**src/rtl/muldiv_unit.sv**
```systemverilog
// muldiv_unit: iterative WIDTH x WIDTH multiply / divide with architectural HI/LO registers.
// A fixed sequence of one launch edge, WIDTH step edges and one fix-up edge; busy stalls the
// pipeline meanwhile. Define MULDIV_DIV_EN to build the restoring divider; without it DIV/DIVU
// run the same sequence but only set div0 as an unsupported-op flag.
module muldiv_unit #(
    parameter int unsigned WIDTH = 32
) (
    input  logic             clk,
    input  logic             rst_n,
    input  logic             start,
    input  logic [1:0]       op,
    input  logic [WIDTH-1:0] a,
    input  logic [WIDTH-1:0] b,
    input  logic             hi_we,
    input  logic             lo_we,
    input  logic [WIDTH-1:0] wd,
    output logic             busy,
    output logic             done,
    output logic             div0,
    output logic [WIDTH-1:0] hi,
    output logic [WIDTH-1:0] lo
);

    localparam int unsigned CW = $clog2(WIDTH);
    localparam logic [CW-1:0] LastCnt = CW'(WIDTH - 1);

    typedef enum logic [1:0] {StIdle, StRun, StFix} state_e;

    state_e             state_q, state_d;
    logic [CW-1:0]      cnt_q, cnt_d;
    logic [1:0]         op_q, op_d;
    logic [2*WIDTH-1:0] acc_q, acc_d;    // upper: partial product / remainder, lower: a / quotient
    logic [WIDTH-1:0]   bm_q, bm_d;      // magnitude of b
    logic               psign_q, psign_d; // a^b sign, shared by product and quotient
    logic [WIDTH-1:0]   hi_q, hi_d, lo_q, lo_d;
    logic               done_q, done_d, div0_q, div0_d;
    logic               launch, step, fix;

    logic [WIDTH-1:0]   a_mag, b_mag;
    logic [WIDTH:0]     mul_sum;
    logic [2*WIDTH-1:0] mul_next, prod_fix;
`ifdef MULDIV_DIV_EN
    logic [WIDTH-1:0]   a_q, a_d;        // original dividend bit pattern for the divide-by-zero result
    logic               rsign_q, rsign_d;
    logic [WIDTH:0]     rem_sh;
    logic [WIDTH-1:0]   rem_sub, rem_new, quo_fix, rem_fix;
    logic               div_ge;
    logic [2*WIDTH-1:0] div_next;
`endif

    // State register
    always_ff @(posedge clk or negedge rst_n) begin
        if (!rst_n) begin
            state_q <= StIdle;
        end else begin
            state_q <= state_d;
        end
    end

    // Next-state logic
    always_comb begin
        state_d = state_q;
        unique case (state_q)
            StIdle:  if (start) state_d = StRun;
            StRun:   if (cnt_q == LastCnt) state_d = StFix;
            StFix:   state_d = StIdle;
            default: state_d = StIdle;
        endcase
    end

    // FSM-decoded controls
    always_comb begin
        busy   = (state_q != StIdle);
        launch = (state_q == StIdle) && start;
        step   = (state_q == StRun);
        fix    = (state_q == StFix);
    end

    // Arithmetic: operand magnitudes, one iteration step, final sign correction
    always_comb begin
        a_mag    = (!op[0] && a[WIDTH-1]) ? -a : a;
        b_mag    = (!op[0] && b[WIDTH-1]) ? -b : b;
        mul_sum  = {1'b0, acc_q[2*WIDTH-1:WIDTH]} + (acc_q[0] ? {1'b0, bm_q} : '0);
        mul_next = {mul_sum, acc_q[WIDTH-1:1]};
        prod_fix = (!op_q[0] && psign_q) ? -acc_q : acc_q;
`ifdef MULDIV_DIV_EN
        rem_sh   = {acc_q[2*WIDTH-1:WIDTH], acc_q[WIDTH-1]};
        div_ge   = (rem_sh >= {1'b0, bm_q});
        // Only used when div_ge, where the true difference fits in WIDTH bits
        rem_sub  = rem_sh[WIDTH-1:0] - bm_q;
        rem_new  = div_ge ? rem_sub : rem_sh[WIDTH-1:0];
        div_next = {rem_new, acc_q[WIDTH-2:0], div_ge};
        quo_fix  = (!op_q[0] && psign_q) ? -acc_q[WIDTH-1:0] : acc_q[WIDTH-1:0];
        rem_fix  = (!op_q[0] && rsign_q) ? -acc_q[2*WIDTH-1:WIDTH] : acc_q[2*WIDTH-1:WIDTH];
`endif
    end

    // Datapath and architectural register next-state
    always_comb begin
        cnt_d   = cnt_q;
        op_d    = op_q;
        acc_d   = acc_q;
        bm_d    = bm_q;
        psign_d = psign_q;
        hi_d    = hi_q;
        lo_d    = lo_q;
        done_d  = 1'b0;
        div0_d  = div0_q;
`ifdef MULDIV_DIV_EN
        a_d     = a_q;
        rsign_d = rsign_q;
`endif
        if (launch) begin
            op_d    = op;
            acc_d   = {{WIDTH{1'b0}}, a_mag};
            bm_d    = b_mag;
            psign_d = a[WIDTH-1] ^ b[WIDTH-1];
            cnt_d   = '0;
`ifdef MULDIV_DIV_EN
            a_d     = a;
            rsign_d = a[WIDTH-1];
`endif
        end else if (step) begin
            cnt_d = cnt_q + CW'(1);
            if (!op_q[1]) begin
                acc_d = mul_next;
            end
`ifdef MULDIV_DIV_EN
            else begin
                acc_d = div_next;
            end
`endif
        end else if (fix) begin
            done_d = 1'b1;
            if (!op_q[1]) begin
                {hi_d, lo_d} = prod_fix;
            end else begin
`ifdef MULDIV_DIV_EN
                if (bm_q == '0) begin
                    hi_d   = a_q;
                    lo_d   = '1;
                    div0_d = 1'b1;
                end else begin
                    hi_d   = rem_fix;
                    lo_d   = quo_fix;
                    div0_d = 1'b0;
                end
`else
                div0_d = 1'b1;
`endif
            end
        end
        // MTHI/MTLO only land while idle; a launch in the same cycle is overwritten at FIX
        if (state_q == StIdle) begin
            if (hi_we) hi_d = wd;
            if (lo_we) lo_d = wd;
        end
    end

    // Datapath registers
    always_ff @(posedge clk or negedge rst_n) begin
        if (!rst_n) begin
            cnt_q   <= '0;
            op_q    <= '0;
            acc_q   <= '0;
            bm_q    <= '0;
            psign_q <= 1'b0;
            hi_q    <= '0;
            lo_q    <= '0;
            done_q  <= 1'b0;
            div0_q  <= 1'b0;
`ifdef MULDIV_DIV_EN
            a_q     <= '0;
            rsign_q <= 1'b0;
`endif
        end else begin
            cnt_q   <= cnt_d;
            op_q    <= op_d;
            acc_q   <= acc_d;
            bm_q    <= bm_d;
            psign_q <= psign_d;
            hi_q    <= hi_d;
            lo_q    <= lo_d;
            done_q  <= done_d;
            div0_q  <= div0_d;
`ifdef MULDIV_DIV_EN
            a_q     <= a_d;
            rsign_q <= rsign_d;
`endif
        end
    end

    assign done = done_q;
    assign div0 = div0_q;
    assign hi   = hi_q;
    assign lo   = lo_q;

endmodule

```
**config.mk**
```make
export PLATFORM = sky130hd
export DESIGN_NAME = muldiv_unit
export DESIGN_NICKNAME = d
export VERILOG_FILES = /design/src/rtl/muldiv_unit.sv
export SDC_FILE = /design/constraint.sdc
export NUM_CORES = 1
export LEC_CHECK = 0
export ABC_CLOCK_PERIOD_IN_PS = 3790
export BUFFER_PORTS_ARGS = -buffer_cell sky130_fd_sc_hd__buf_2
export CAP_MARGIN = 0
export CORE_MARGIN = 1
export CORE_UTILIZATION = 35
export CTS_CLUSTER_DIAMETER = 40
export DETAILED_ROUTE_END_ITERATION = 16
export GPL_TIMING_DRIVEN = 0
export MAX_ROUTING_LAYER = met4
export PLACE_DENSITY = 0.6
export SYNTH_ARGS = -nofsm -noshare
export SYNTH_HDL_FRONTEND = slang
export SYNTH_SLANG_ARGS = --single-unit
```
**constraint.sdc**
```tcl
create_clock -name clk -period 3.79 [get_ports clk]
set_clock_uncertainty 0.1 [all_clocks]
set_input_delay 0.5685 -clock clk [delete_from_list [all_inputs] [get_ports clk]]
set_output_delay 0.5685 -clock clk [all_outputs]
set_load 0.02 [all_outputs]
```
==> Word-level counts from Yosys, hierarchy flattened <==
Index checks and enable logic that the tools add are counted.
{ "totals": {"ff_bits": 172, "inputBits": 103, "output_inout_bits": 67, "elab_cells": 63} }
{ "classes": {"bitwise_logic": 3, "addsub": 5, "reduce_logical": 12, "mux": 27, "n_eq_ne": 6} }
{ "op_table": {"columns": ["cell", "n"], "rows": [
  ["2-to-1 mux 32 bit", 15],
  ["2-to-1 mux 64 bit", 4],
  ["negation 32 bit", 2],
  ["negation 64 bit", 1],
  ["adder 32 x 32 -> 33 bit", 1],
  ["2-to-1 mux 5 bit", 2],
  ["adder 5 x 1 -> 5 bit (second input constant)", 1],
  ["== test 5 bit (second input constant)", 1],
  ["logical AND 1 bit", 4],
  ["2-to-1 mux 2 bit", 2],
  ["inequality test 2 x 1 -> 1 bit (second input constant)", 2],
  ["case mux 2 bit (2 select lines)", 1],
  ["AND reduction 2 bit", 2],
  ["AND reduction 4 bit", 1],
  ["nonzero test 2 bit", 2],
  ["2-to-1 mux 1 bit", 3],
  ["== test 2 x 1 -> 1 bit (second input constant)", 1],
  ["== test 2 bit (second input constant)", 1],
  ["logical NOT 1 bit", 2],
  ["logical NOT 2 bit", 1],
  ["inequality test 2 bit (second input constant)", 1],
  ["NOT 1 bit", 2],
  ["bitwise XOR 1 bit", 1]
]} }

==> Longest topological paths before layout <==
Gate-level depths: netlist of run 1.
{ "logic_depth": {"ltp_word": 9, "ltp_mapped": 13, "mapped_depth_nobuf": 11} }

==> Worst setup path after synthesis of run 1 <==
No wires, ideal clock.
{ "synth_timing": {"path_type": "register to register", "startpoint": "register acc_q[0]", "endpoint": "register acc_q[60]", "path_buffers": 3, "arrival_time_ps": 2841, "setup_time_ps": 122, "path_slack_ps": 727, "path_stages_with_launch": 13, "path_cell_list": "dfrtp_1 clkbuf_1 clkbuf_1 and2_1 ha_1 clkbuf_1 nand4_1 nor3_1 nand3_1 a21o_1 a2111oi_0 mux2i_1 nand2_1"} }
{ "synth_via": {"elab_chain_cells": 5} }
{ "synth_rtl": {"columns": ["element", "line_no", "rtl"], "rows": [
  ["start: declaration", "32", "logic [2*WIDTH-1:0] acc_q, acc_d;"],
  ["start signal: assignment", "165", "acc_q <= '0;"],
  ["start signal: assignment", "179", "acc_q <= acc_d;"],
  ["2-to-1 mux 32 bit", "83", "mul_sum = {1'b0, acc_q[2*WIDTH-1:WIDTH]} + (acc_q[0] ? {1'b0, bm_q} : '0);"],
  ["adder 32 x 32 -> 33 bit", "83", null],
  ["2-to-1 mux 64 bit", "125", "if (!op_q[1]) begin"],
  ["2-to-1 mux 64 bit", "123", "end else if (step) begin"],
  ["2-to-1 mux 64 bit", "113", "if (launch) begin"]
]} }
No other way between the ends. The select of a mux whose other input is x is not followed.
A chain may end at the register's enable or synchronous reset.

==> Final worst setup path of run 1 <==
{ "layout_timing": {"startpoint": "register acc_q[0]", "endpoint": "register acc_q[58]"} }
The elaborated chain is that of the path after synthesis.

==> reports/metrics.yaml, run 1 <==
routing:
  drt_iter0_drc: 1044
  wl_met2_microns: 18300
  drc_errors: 0
  drt-met1-wl_microns: 19600
  num_vias: 11852
  routed_via_density: 5.55
  met3WireLength_microns: 2760
  postRouteAntennaNets: 0
  routed_wl_microns: 41400
  first_pass_iters: 5
  wl_per_cell_microns: 19.4
  highest_layer: "met4"
worst_setup_path:
  crit_path_max_fanout: 10
  crit_family: "simple AND/OR/NAND/NOR gates"
  critPathRequiredTime_ns: 4.07
  critical_path_class: "reg2reg"
  critPathArrivalTime_ns: 3.85
  crit_chain: "clkbuf_1, and2_1, ha_1, clkbuf_1, nand4_1, nor3_2, o21ai_0, a2111oi_1, nor3_1, or4_1, nand3_1"
  cpPeakStageDelay_ns: 0.52
  worst-path-buf-inv: 2
  start_kind: "flip-flop"
  endpoint_kind: "flip-flop"
  slowest_stage: "dfrtp_2"
  worst_path_most_repeated_cell: "clkbuf_1"
power:
  p_switching_mw: 5.66
  ir_worst_vdd_uv: 354
  switching_share_pct: 49.3
  cell_internal_pwr_mw: 5.82
  pwr-share-clk_pct: 14.9
  seqPwrFrac_pct: 32.5
  p_leak_nw: 5.91
  p_comb_share_pct: 52.6
  powerDensity_mw_per_mm2: 825
synthesis:
  syn_inst: 1485
  yosysUniqueCellTypes: 61
  ys_seq_area_share_pct: 36.2
  avgSynthCellArea_sq_um: 8.01
  synth_edf_count: 0
  yosysTopAreaCell: "dfrtp_1"
  synthMostInstantiatedCell: "nand2_1"
  yosys-top-cells-area: "dfrtp_1 (36%), o21ai_0 (7.0%), nand2_1 (6.8%), xnor2_1 (5.4%), a21oi_1 (4.8%)"
  async_flop_share_pct: 100
  yosys_register_bits: 172
  ys_warn_count: 0
  mappedNetlistNets: 1626
  synth_top_area_share_pct: 36.2
  syn_area_sq_mm: 0.0119
  synth_commonest_cells: "nand2_1 (215), dfrtp_1 (172), o21ai_0 (167)"
  yosys_most_used_dff: "dfrtp_1"
place:
  gp_congestion: 0.941
  dp_hpwl_microns: 33000
  post-place-ws_ns: -0.499
  portBuffers: 169
global_route:
  antenna_found_initial: 0
  grt_first_pass_wirelength_microns: 64500
  overflow: 0
  grt_max_degree: 89
  grt_pass1_vias: 11174
  grt_usage_pct: 24.4
final_layout:
  synthToLayoutAreaGrowth_pct: 17.0
  nNetsFinal: 1815
  diodes: 0
  seqCellArea_sq_mm: 0.00431
  nFillCells: 3442
  multi_input_area_sq_mm: 0.00721
  fin_util_pct: 41.6
  drive_above_1_share_pct: 13.1
sta:
  slew_headroom_pct: 33.9
  finalCritPeriodShare_pct: 94.3
  worst_pin_slew_ns: 0.988
  setup_tns_ns: 0
  setup_viol: 0
  clock.fmax_mhz: 280
  hold_viol: 0
  rsz0062_at_grt: "no"
  fin_ws_ns: 0.218
  drv_slew: 0
  period_needed_ns: 3.57
run_status:
  status: "finished clean"
clock_tree:
  cts_sinks: 172
  clk_pin_slew_worst_paths_ns: 0.07
  h-tree-depth: 4
  tritoncts: "done"
  cts_buffers: 17
  clk_latency_ns: 0.44
  cts_root_buf: "clkbuf_16"
  holdBufCountCts: 0
  clockBufferDepth: 2
min_path:
  hold_path_class: "in2async"
floorplan:
  initial_utilization_pct: 35.6
  die_h_microns: 186
  core_area_sq_mm: 0.0334
  die_area_sq_mm: 0.0347
  rows: 67
  pin_count: 170
  die-width_microns: 186
job:
  maxCapViolations: 0
## per-layer routing
metal  track usage, %  vias to the layer above
li1                 -                     5700
met1             34.2                     5667
met2             36.8                      436
met3             3.80                       49
met4             6.07                        0
met5                -                        -
## timing repair
item,in CTS,in global routing
buffers inserted,0,1
resized for setup,3,5
pin swaps,0,1
endpoints found under the setup margin,8,7
gates cloned,0,0
## power by group through the flow
| stage | Sequential, mW | Combinational (mW) | Clock [mW] |
|---|---|---|---|
| global route | 3.84 | 6.69 | 1.81 |
| floorplan | 3.73 | 3.82 | 0 |
| CTS | 3.70 | 5.99 | 1.73 |
| global placement | 3.69 | 5.90 | 0 |
| detailed placement | 3.71 | 5.99 | 0 |
| finish | 3.73 | 6.03 | 1.72 |
## cells by family after synthesis
group | Yosys count | synth area share, %
xor gates and xnor gates | 127 | 9.35
adders and majority gates | 38 | 4.06
buffers and inverters | 107 | 3.39
muxes | 16 | 1.35
and+or+nand+nor | 565 | 22.4
DFF | 172 | 36.2
AOI/OAI and AO/OA | 460 | 23.2
## cell type report
cell class,count,area share (%)
Sequential cell,172,30.9
Multi-Input combinational cell,1206,51.8
Timing Repair Buffer,171,6.40
Clock inverter,12,0.836
Inverter,20,0.540
Buffer,86,2.34
Clock buffer,19,3.11
Tap cell,448,4.03
## final timing paths
kind | depth (start not counted) | startpoint | slack (ns) | endpoint
worst min-delay path | 1 | rst_n | 0.03 | acc_q[3]
max in group asynchronous | 2 | rst_n | 2.69 | hi[16]
worst min register to register | 1 | div0 | 0.37 | div0
worst max-delay path | 11 | acc_q[0] | 0.22 | acc_q[58]
min in group clk | 3 | op[1] | 0.25 | op_q[1]
worst max register to register | 11 | acc_q[0] | 0.22 | acc_q[58]
## state kept, by name, summed over array words and instances (netlist names)
name,cells
acc_q,64
bm_q,32
hi,32
lo,32
cnt_q,5
op_q,2
state_q,2
div0,1
done,1
psign_q,1
## through the flow
step                      total power [mW]  area, sq um  std cells  hold slack (ns)
final                                 11.5        13900       2134           0.0275
after global routing                  12.3        13900       2134           0.0825
after CTS                             11.4        13900       2133           0.0658
after detailed placement              9.70        13300       2103            0.349
after global placement                9.59        13300       2102            0.341
after floorplan                       7.55        11900       1485            0.173
## cells in the final DEF, fill, tap and decap left out, types with 18 or more instances in the layout
cell,n
xnor2_1,74
xor2_1,53
nand2_1,215
inv_1,20
nor4_1,19
and2_1,37
nand3_1,19
dfrtp_1,171
o31ai_1,21
nor3_1,36
buf_2,169
o21ai_0,167
nor2_1,134
a22oi_1,23
clkbuf_1,82
a21oi_1,115
ha_1,37
nand4_1,18
a31oi_1,33
Power figures use the tool's default switching activity.
==> inputs of run 2 (changes only) <==
--- a/config.mk
+++ b/config.mk
@@ -8,13 +8,15 @@
 export ABC_CLOCK_PERIOD_IN_PS = 3790
 export BUFFER_PORTS_ARGS = -buffer_cell sky130_fd_sc_hd__buf_2
 export CAP_MARGIN = 0
+export CELL_PAD_IN_SITES_DETAIL_PLACEMENT = 1
+export CELL_PAD_IN_SITES_GLOBAL_PLACEMENT = 1
 export CORE_MARGIN = 1
 export CORE_UTILIZATION = 35
 export CTS_CLUSTER_DIAMETER = 40
 export DETAILED_ROUTE_END_ITERATION = 16
 export GPL_TIMING_DRIVEN = 0
 export MAX_ROUTING_LAYER = met4
-export PLACE_DENSITY = 0.6
+export PLACE_DENSITY = 0.75
 export SYNTH_ARGS = -nofsm -noshare
 export SYNTH_HDL_FRONTEND = slang
 export SYNTH_SLANG_ARGS = --single-unit
==> reports/metrics.yaml, run 2 (synthesis results as in run 1) <==
run_status:
  status: "finished, violations left"  # was finished clean
  violations: "hold timing"
power:
  seqPwrFrac_pct: 31.6  # was 32.5%
  cell_internal_pwr_mw: 6.01  # was 5.82 mW
  switching_share_pct: 49.8  # was 49.3%
  p_comb_share_pct: 52.1  # was 52.6%
  ir_worst_vdd_uv: 412  # was 354 uV
  p_switching_mw: 5.95  # was 5.66 mW
  powerDensity_mw_per_mm2: 853  # was 825 mW/mm^2
  p_leak_nw: 5.98  # was 5.91 nW
  pwr-share-clk_pct: 16.3  # was 14.9%
worst_setup_path:
  reg2reg_from: "acc_q[0]"  # unchanged
  endpoint_kind: "flip-flop"  # unchanged
  critPathRequiredTime_ns: 4.08  # was 4.07 ns
  crit_path_max_fanout: 10  # unchanged
  cp-startpoint: "acc_q[0]"  # unchanged
  critical_path_class: "reg2reg"  # unchanged
  critPathArrivalTime_ns: 3.86  # was 3.85 ns
  start_kind: "flip-flop"  # unchanged
sta:
  setup_viol: 0  # unchanged
  finalCritPeriodShare_pct: 94.2  # was 94.3%
  holdWs_ns: -0.0486  # was 0.0275 ns
  worst_pin_slew_ns: 1.01  # was 0.988 ns
  slew_headroom_pct: 32.7  # was 33.9%
  hold_viol: 21  # was 0
  clock.fmax_mhz: 280  # about the same
  period_needed_ns: 3.57  # about the same
  rsz0062_at_grt: "yes"  # was no
  drv_slew: 0  # unchanged
floorplan:
  pin_count: 170  # unchanged
  die-width_microns: 186  # unchanged
  core_area_sq_mm: 0.0334  # unchanged
  rows: 67  # unchanged
  die_area_sq_mm: 0.0347  # unchanged
  die_h_microns: 186  # unchanged
  initial_utilization_pct: 35.6  # unchanged
final_layout:
  nFillCells: 4161  # was 3442
  largest_reg_flops: 64  # unchanged
  fin_util_pct: 41.9  # was 41.6%
  nNetsFinal: 1814  # was 1815
  diodes: 0  # unchanged
  final_common_cell: "nand2_1"  # unchanged
  layout_common_cells: "nand2_1 (215), dfrtp_1 (171), buf_2 (169)"  # unchanged
  fin_area_sq_mm: 0.0140  # was 0.0139 sq mm
  drive_above_1_share_pct: 13.2  # was 13.1%
  largest_register: "acc_q"  # unchanged
  synthToLayoutAreaGrowth_pct: 17.8  # was 17.0%
global_route:
  grt_first_pass_wirelength_microns: 71700  # was 64500 microns
  met3_usage_pct: 2.92  # was 3.80%
  grt_usage_pct: 27.2  # was 24.4%
  antenna_found_initial: 0  # unchanged
  top_usage_layer: "met2"  # unchanged
  grt_max_degree: 104  # was 89
  use_met1_pct: 37.3  # was 34.2%
  met2_usage_pct: 42.8  # was 36.8%
  overflow: 0  # unchanged
  grt_pass1_vias: 12233  # was 11174
routing:
  first_pass_iters: 6  # was 5
  wl_per_cell_microns: 21.4  # was 19.4 microns
  num_vias: 12085  # was 11852
  routed_wl_microns: 45600  # was 41400 microns
  routed_via_density: 5.66  # was 5.55
  drt_iter0_drc: 861  # was 1044
  postRouteAntennaNets: 0  # unchanged
  drc_errors: 0  # unchanged
job:
  maxCapViolations: 0  # unchanged
clock_tree:
  cts_buffers: 17  # unchanged
  clockBufferDepth: 2  # unchanged
  tritoncts: "done"  # unchanged
  h-tree-depth: 4  # unchanged
  clk_pin_slew_worst_paths_ns: 0.08  # was 0.07 ns
  cts_root_buf: "clkbuf_16"  # unchanged
  clk_latency_ns: 0.46  # was 0.44 ns
  holdBufCountCts: 0  # unchanged
  cts_sinks: 172  # unchanged
place:
  gp_congestion: 0.964  # was 0.941
  dpl_cell_area_sq_mm: 0.0133  # unchanged
  dp_hpwl_microns: 36000  # was 33000 microns
  portBuffers: 169  # unchanged
min_path:
  hold_path_class: "in2async"  # unchanged
[run 2: cell types whose count changed in the layout (fill, tap and decap cells not counted), moves of 2 or more]
cell | previous run | this run
nor3_4 | 0 | 2
nor3_2 | 3 | 1
clkinv_2 | 2 | 0
clkbuf_8 | 0 | 2
bufinv_16 | 1 | 3
[run 2: through the flow]
step / TNS [ns] / total power [mW] / cells / hold WS, ns / worst slack (ns)
after floorplan: 0 / 7.55 / 1485 / 0.173 / 0.727
after global placement: -157.33 / 9.65 / 2102 / 0.353 / -0.932
after detailed placement: -1.45 / 9.90 / 2103 / 0.358 / -0.449
after CTS: 0 / 11.9 / 2134 / 0.000353 / 0.0166
after global routing: -0.0569 / 12.7 / 2134 / 0.0230 / -0.0569
final: 0 / 12.0 / 2134 / -0.0486 / 0.218
[run 2: path summary, 6_finish.rpt]
kind	endpoint	cells past startpoint	slack [ns]
setup / recovery	acc_q[58]	11	0.22
max in group asynchronous	acc_q[0]	2	2.66
hold reg to reg	bm_q[25]	2	0.38
hold / removal	hi[18]	1	-0.05
setup reg to reg	acc_q[58]	11	0.22
min in group clk	op_q[1]	3	0.22
[run 2: critical path, stage by stage, from the launching register on]
cell and delay, ns:
dfrtp_2 0.52, clkbuf_1 0.23, and2_1 0.22, ha_1 0.28
clkbuf_1 0.26, nand4_1 0.34, nor3_4 0.32, o21ai_0 0.14
a2111oi_0 0.40, nor3_1 0.16, or4_1 0.43, nand3_1 0.09
[run 2: final cells by class]
cell class / instances / area, sq um / share of cell area [%]
clock buffers: 19 / 453 / 3.23
repair buffers: 170 / 883 / 6.30
inverters: 20 / 75.1 / 0.536
plain buffers: 86 / 324 / 2.31
multi-input cells: 1206 / 7230 / 51.6
clock inverters: 13 / 179 / 1.28
well taps: 448 / 561 / 4.00
flip-flops and latches: 172 / 4310 / 30.7
[run 2: power groups by stage]
stage               Clock, mW  Combinational, mW  Sequential (mW)
finish                   1.95               6.23             3.78
global route             2.02               6.85             3.88
CTS                      1.96               6.18             3.74
detailed placement          0               6.15             3.75
global placement            0               5.94             3.70
floorplan                   0               3.82             3.73
[run 2: what timing repair did]
item                       4_1_cts  5_1_grt
setup endpoints to repair       11        9
resized for setup                3        6
buffers inserted                 0        0
[run 2: per-layer routing]
layer	routed length (microns)	up-vias	share of wire [%]
met3	2120	48	4.7
met2	20900	343	46
met4	905	0	2.0
met5	0	-	0
met1	21600	6003	48
li1	-	5691	-
==> inputs of run 3 (changes only) <==
--- a/config.mk
+++ b/config.mk
@@ -12,6 +12,7 @@
 export CELL_PAD_IN_SITES_GLOBAL_PLACEMENT = 1
 export CORE_MARGIN = 1
 export CORE_UTILIZATION = 35
+export CTS_BUF_LIST = sky130_fd_sc_hd__clkbuf_4 sky130_fd_sc_hd__clkbuf_8
 export CTS_CLUSTER_DIAMETER = 40
 export DETAILED_ROUTE_END_ITERATION = 16
 export GPL_TIMING_DRIVEN = 0
==> reports/metrics.yaml, run 3 (synthesis results as in run 1) <==
run_status:
  status: "finished clean"  # was finished, violations left
sta:
  slew_headroom_pct: 31.7  # was 32.7%
  hold_viol: 0  # was 21
  drv_slew: 0  # unchanged
  rsz0062_at_grt: "yes"  # unchanged
  holdWs_ns: 0.197  # was -0.0486 ns
  finalCritPeriodShare_pct: 95.4  # was 94.2%
  fin_ws_ns: 0.173  # was 0.218 ns
  worst_pin_slew_ns: 1.02  # was 1.01 ns
  setup_viol: 0  # unchanged
  clock.fmax_mhz: 276  # was 280 MHz
  setup_tns_ns: 0  # unchanged
  period_needed_ns: 3.62  # was 3.57 ns
clock_tree:
  cts_buffers: 17  # unchanged
  clk_pin_slew_worst_paths_ns: 0.11  # was 0.08 ns
  clockBufferDepth: 2  # unchanged
  cts_root_buf: "clkbuf_8"  # was clkbuf_16
  clk_latency_ns: 0.48  # was 0.46 ns
  tritoncts: "done"  # unchanged
  cts_setup_buffers: 0  # unchanged
  h-tree-depth: 4  # unchanged
  cts_sinks: 172  # unchanged
worst_setup_path:
  critPathArrivalTime_ns: 3.89  # was 3.86 ns
  endpoint_kind: "flip-flop"  # unchanged
  start_kind: "flip-flop"  # unchanged
  slowest_stage: "dfrtp_2"  # unchanged
  worst_path_most_repeated_cell: "o21ai_0"  # was clkbuf_1
  crit_path_max_fanout: 10  # unchanged
  crit_chain: "clkbuf_1, and2_1, ha_1, inv_1, fa_1, nand2b_1, a21o_1, a21oi_1, o21ai_0, a211oi_2, o21ai_0, a32o_1"  # was clkbuf_1, and2_1, ha_1, clkbuf_1, nand4_1, nor3_4, o21ai_0, a2111oi_0, nor3_1, or4_1, nand3_1
  r2r_setup_slack_ns: 0.17  # was 0.22 ns
  crit_family: "compound AO/OA/AOI/OAI gates"  # was simple AND/OR/NAND/NOR gates
  critical_path_class: "reg2reg"  # unchanged
  reg2reg_from: "acc_q[0]"  # unchanged
  worst-path-buf-inv: 2  # unchanged
  critPathRequiredTime_ns: 4.06  # was 4.08 ns
  cp-startpoint: "acc_q[0]"  # unchanged
  cpPeakStageDelay_ns: 0.55  # was 0.52 ns
power:
  p_total_mw: 11.5  # was 12.0 mW
  p_leak_nw: 5.90  # was 5.98 nW
  powerDensity_mw_per_mm2: 830  # was 853 mW/mm^2
  ir_worst_vdd_uv: 323  # was 412 uV
floorplan:
  pin_count: 170  # unchanged
  rows: 67  # unchanged
  core_area_sq_mm: 0.0334  # unchanged
  die_h_microns: 186  # unchanged
  die_area_sq_mm: 0.0347  # unchanged
  die-width_microns: 186  # unchanged
  initial_utilization_pct: 35.6  # unchanged
place:
  dp_hpwl_microns: 36000  # unchanged
  post-place-ws_ns: -0.449  # unchanged
  gp_congestion: 0.964  # unchanged
  dpl_cell_area_sq_mm: 0.0133  # unchanged
  portBuffers: 169  # unchanged
final_layout:
  largest_reg_flops: 64  # unchanged
  final_common_cell: "nand2_1"  # unchanged
  diodes: 0  # unchanged
  drive_above_1_share_pct: 13.2  # about the same
  seqCellArea_sq_mm: 0.00431  # unchanged
  largest_register: "acc_q"  # unchanged
  layout_common_cells: "nand2_1 (215), dfrtp_1 (171), buf_2 (169)"  # unchanged
  synthToLayoutAreaGrowth_pct: 16.3  # was 17.8%
  multi_input_area_sq_mm: 0.00723  # unchanged
  fin_area_sq_mm: 0.0138  # was 0.0140 sq mm
  nNetsFinal: 1815  # was 1814
  nFillCells: 4187  # was 4161
routing:
  wl_per_cell_microns: 21.2  # was 21.4 microns
  first_pass_iters: 5  # was 6
  postRouteAntennaNets: 0  # unchanged
  drt_iter0_drc: 803  # was 861
  num_vias: 12023  # was 12085
  routed_wl_microns: 45200  # was 45600 microns
  routed_via_density: 5.63  # was 5.66
  drc_errors: 0  # unchanged
min_path:
  min_from: "op[1]"
  hold_path_class: "in2reg"  # was in2async
global_route:
  grt_max_degree: 104  # unchanged
  antenna_found_initial: 0  # unchanged
  grt_first_pass_wirelength_microns: 71100  # was 71700 microns
  grt_pass1_vias: 12234  # was 12233
  grt_usage_pct: 26.9  # was 27.2%
  overflow: 0  # unchanged
job:
  maxCapViolations: 0  # unchanged
## run 3: changes by cell type in the layout (fill, tap and decap cells not counted)
cell / delta
clkbuf_8: +17
dlygate4sd3_1: +1
clkbuf_16: -17
## run 3: per-stage QoR
step                      util [%]  cells
after floorplan                  -   1485
after global placement        39.8   2102
after detailed placement      39.9   2103
after CTS                     41.2   2135
after global routing          41.3   2135
final                         41.3   2135
## run 3: per-layer routing
| metal | vias up | track usage (%) | part of all wire [%] |
|---|---|---|---|
| li1 | 5693 | - | - |
| met1 | 5946 | 37.2 | 48 |
| met2 | 343 | 42.2 | 46 |
| met3 | 41 | 2.84 | 4.4 |
| met4 | 0 | 6.58 | 2.0 |
| met5 | - | - | 0 |
## run 3: worst paths after layout
check                            end  depth (start not counted)
max                        acc_q[51]                         12
min                          op_q[1]                          3
max reg2reg                acc_q[51]                         12
min reg2reg                 bm_q[27]                          2
max in group asynchronous   acc_q[0]                          3
min in group asynchronous     hi[18]                          2
## run 3: area by class of cell
type	count	area share (%)
buffer	86	2.34
clock buffer	19	1.89
clock inverter	13	1.29
inverter	20	0.543
multi-input combinational	1206	52.3
sequential	172	31.1
tap	448	4.05
timing repair buffer	171	6.46
## run 3: power breakdown
| group | internal [mW] | switching, mW |
|---|---|---|
| clock network | 0.705 | 0.793 |
| registers | 2.70 | 1.06 |
| logic | 2.21 | 4.01 |
| total | 5.62 | 5.86 |
## run 3: what timing repair did
| action | CTS | global route |
|---|---|---|
| gates cloned | 0 | 0 |
| resized for setup | 3 | 6 |
| setup endpoints to repair | 13 | 10 |
| hold buffers | 1 | 0 |
| hold endpoints to repair | 69 | 0 |
## run 3: worst min-delay path, cell delays in order
cell     delay [ns]
buf_2          0.08
nand2_1        0.04
nand2_1        0.05
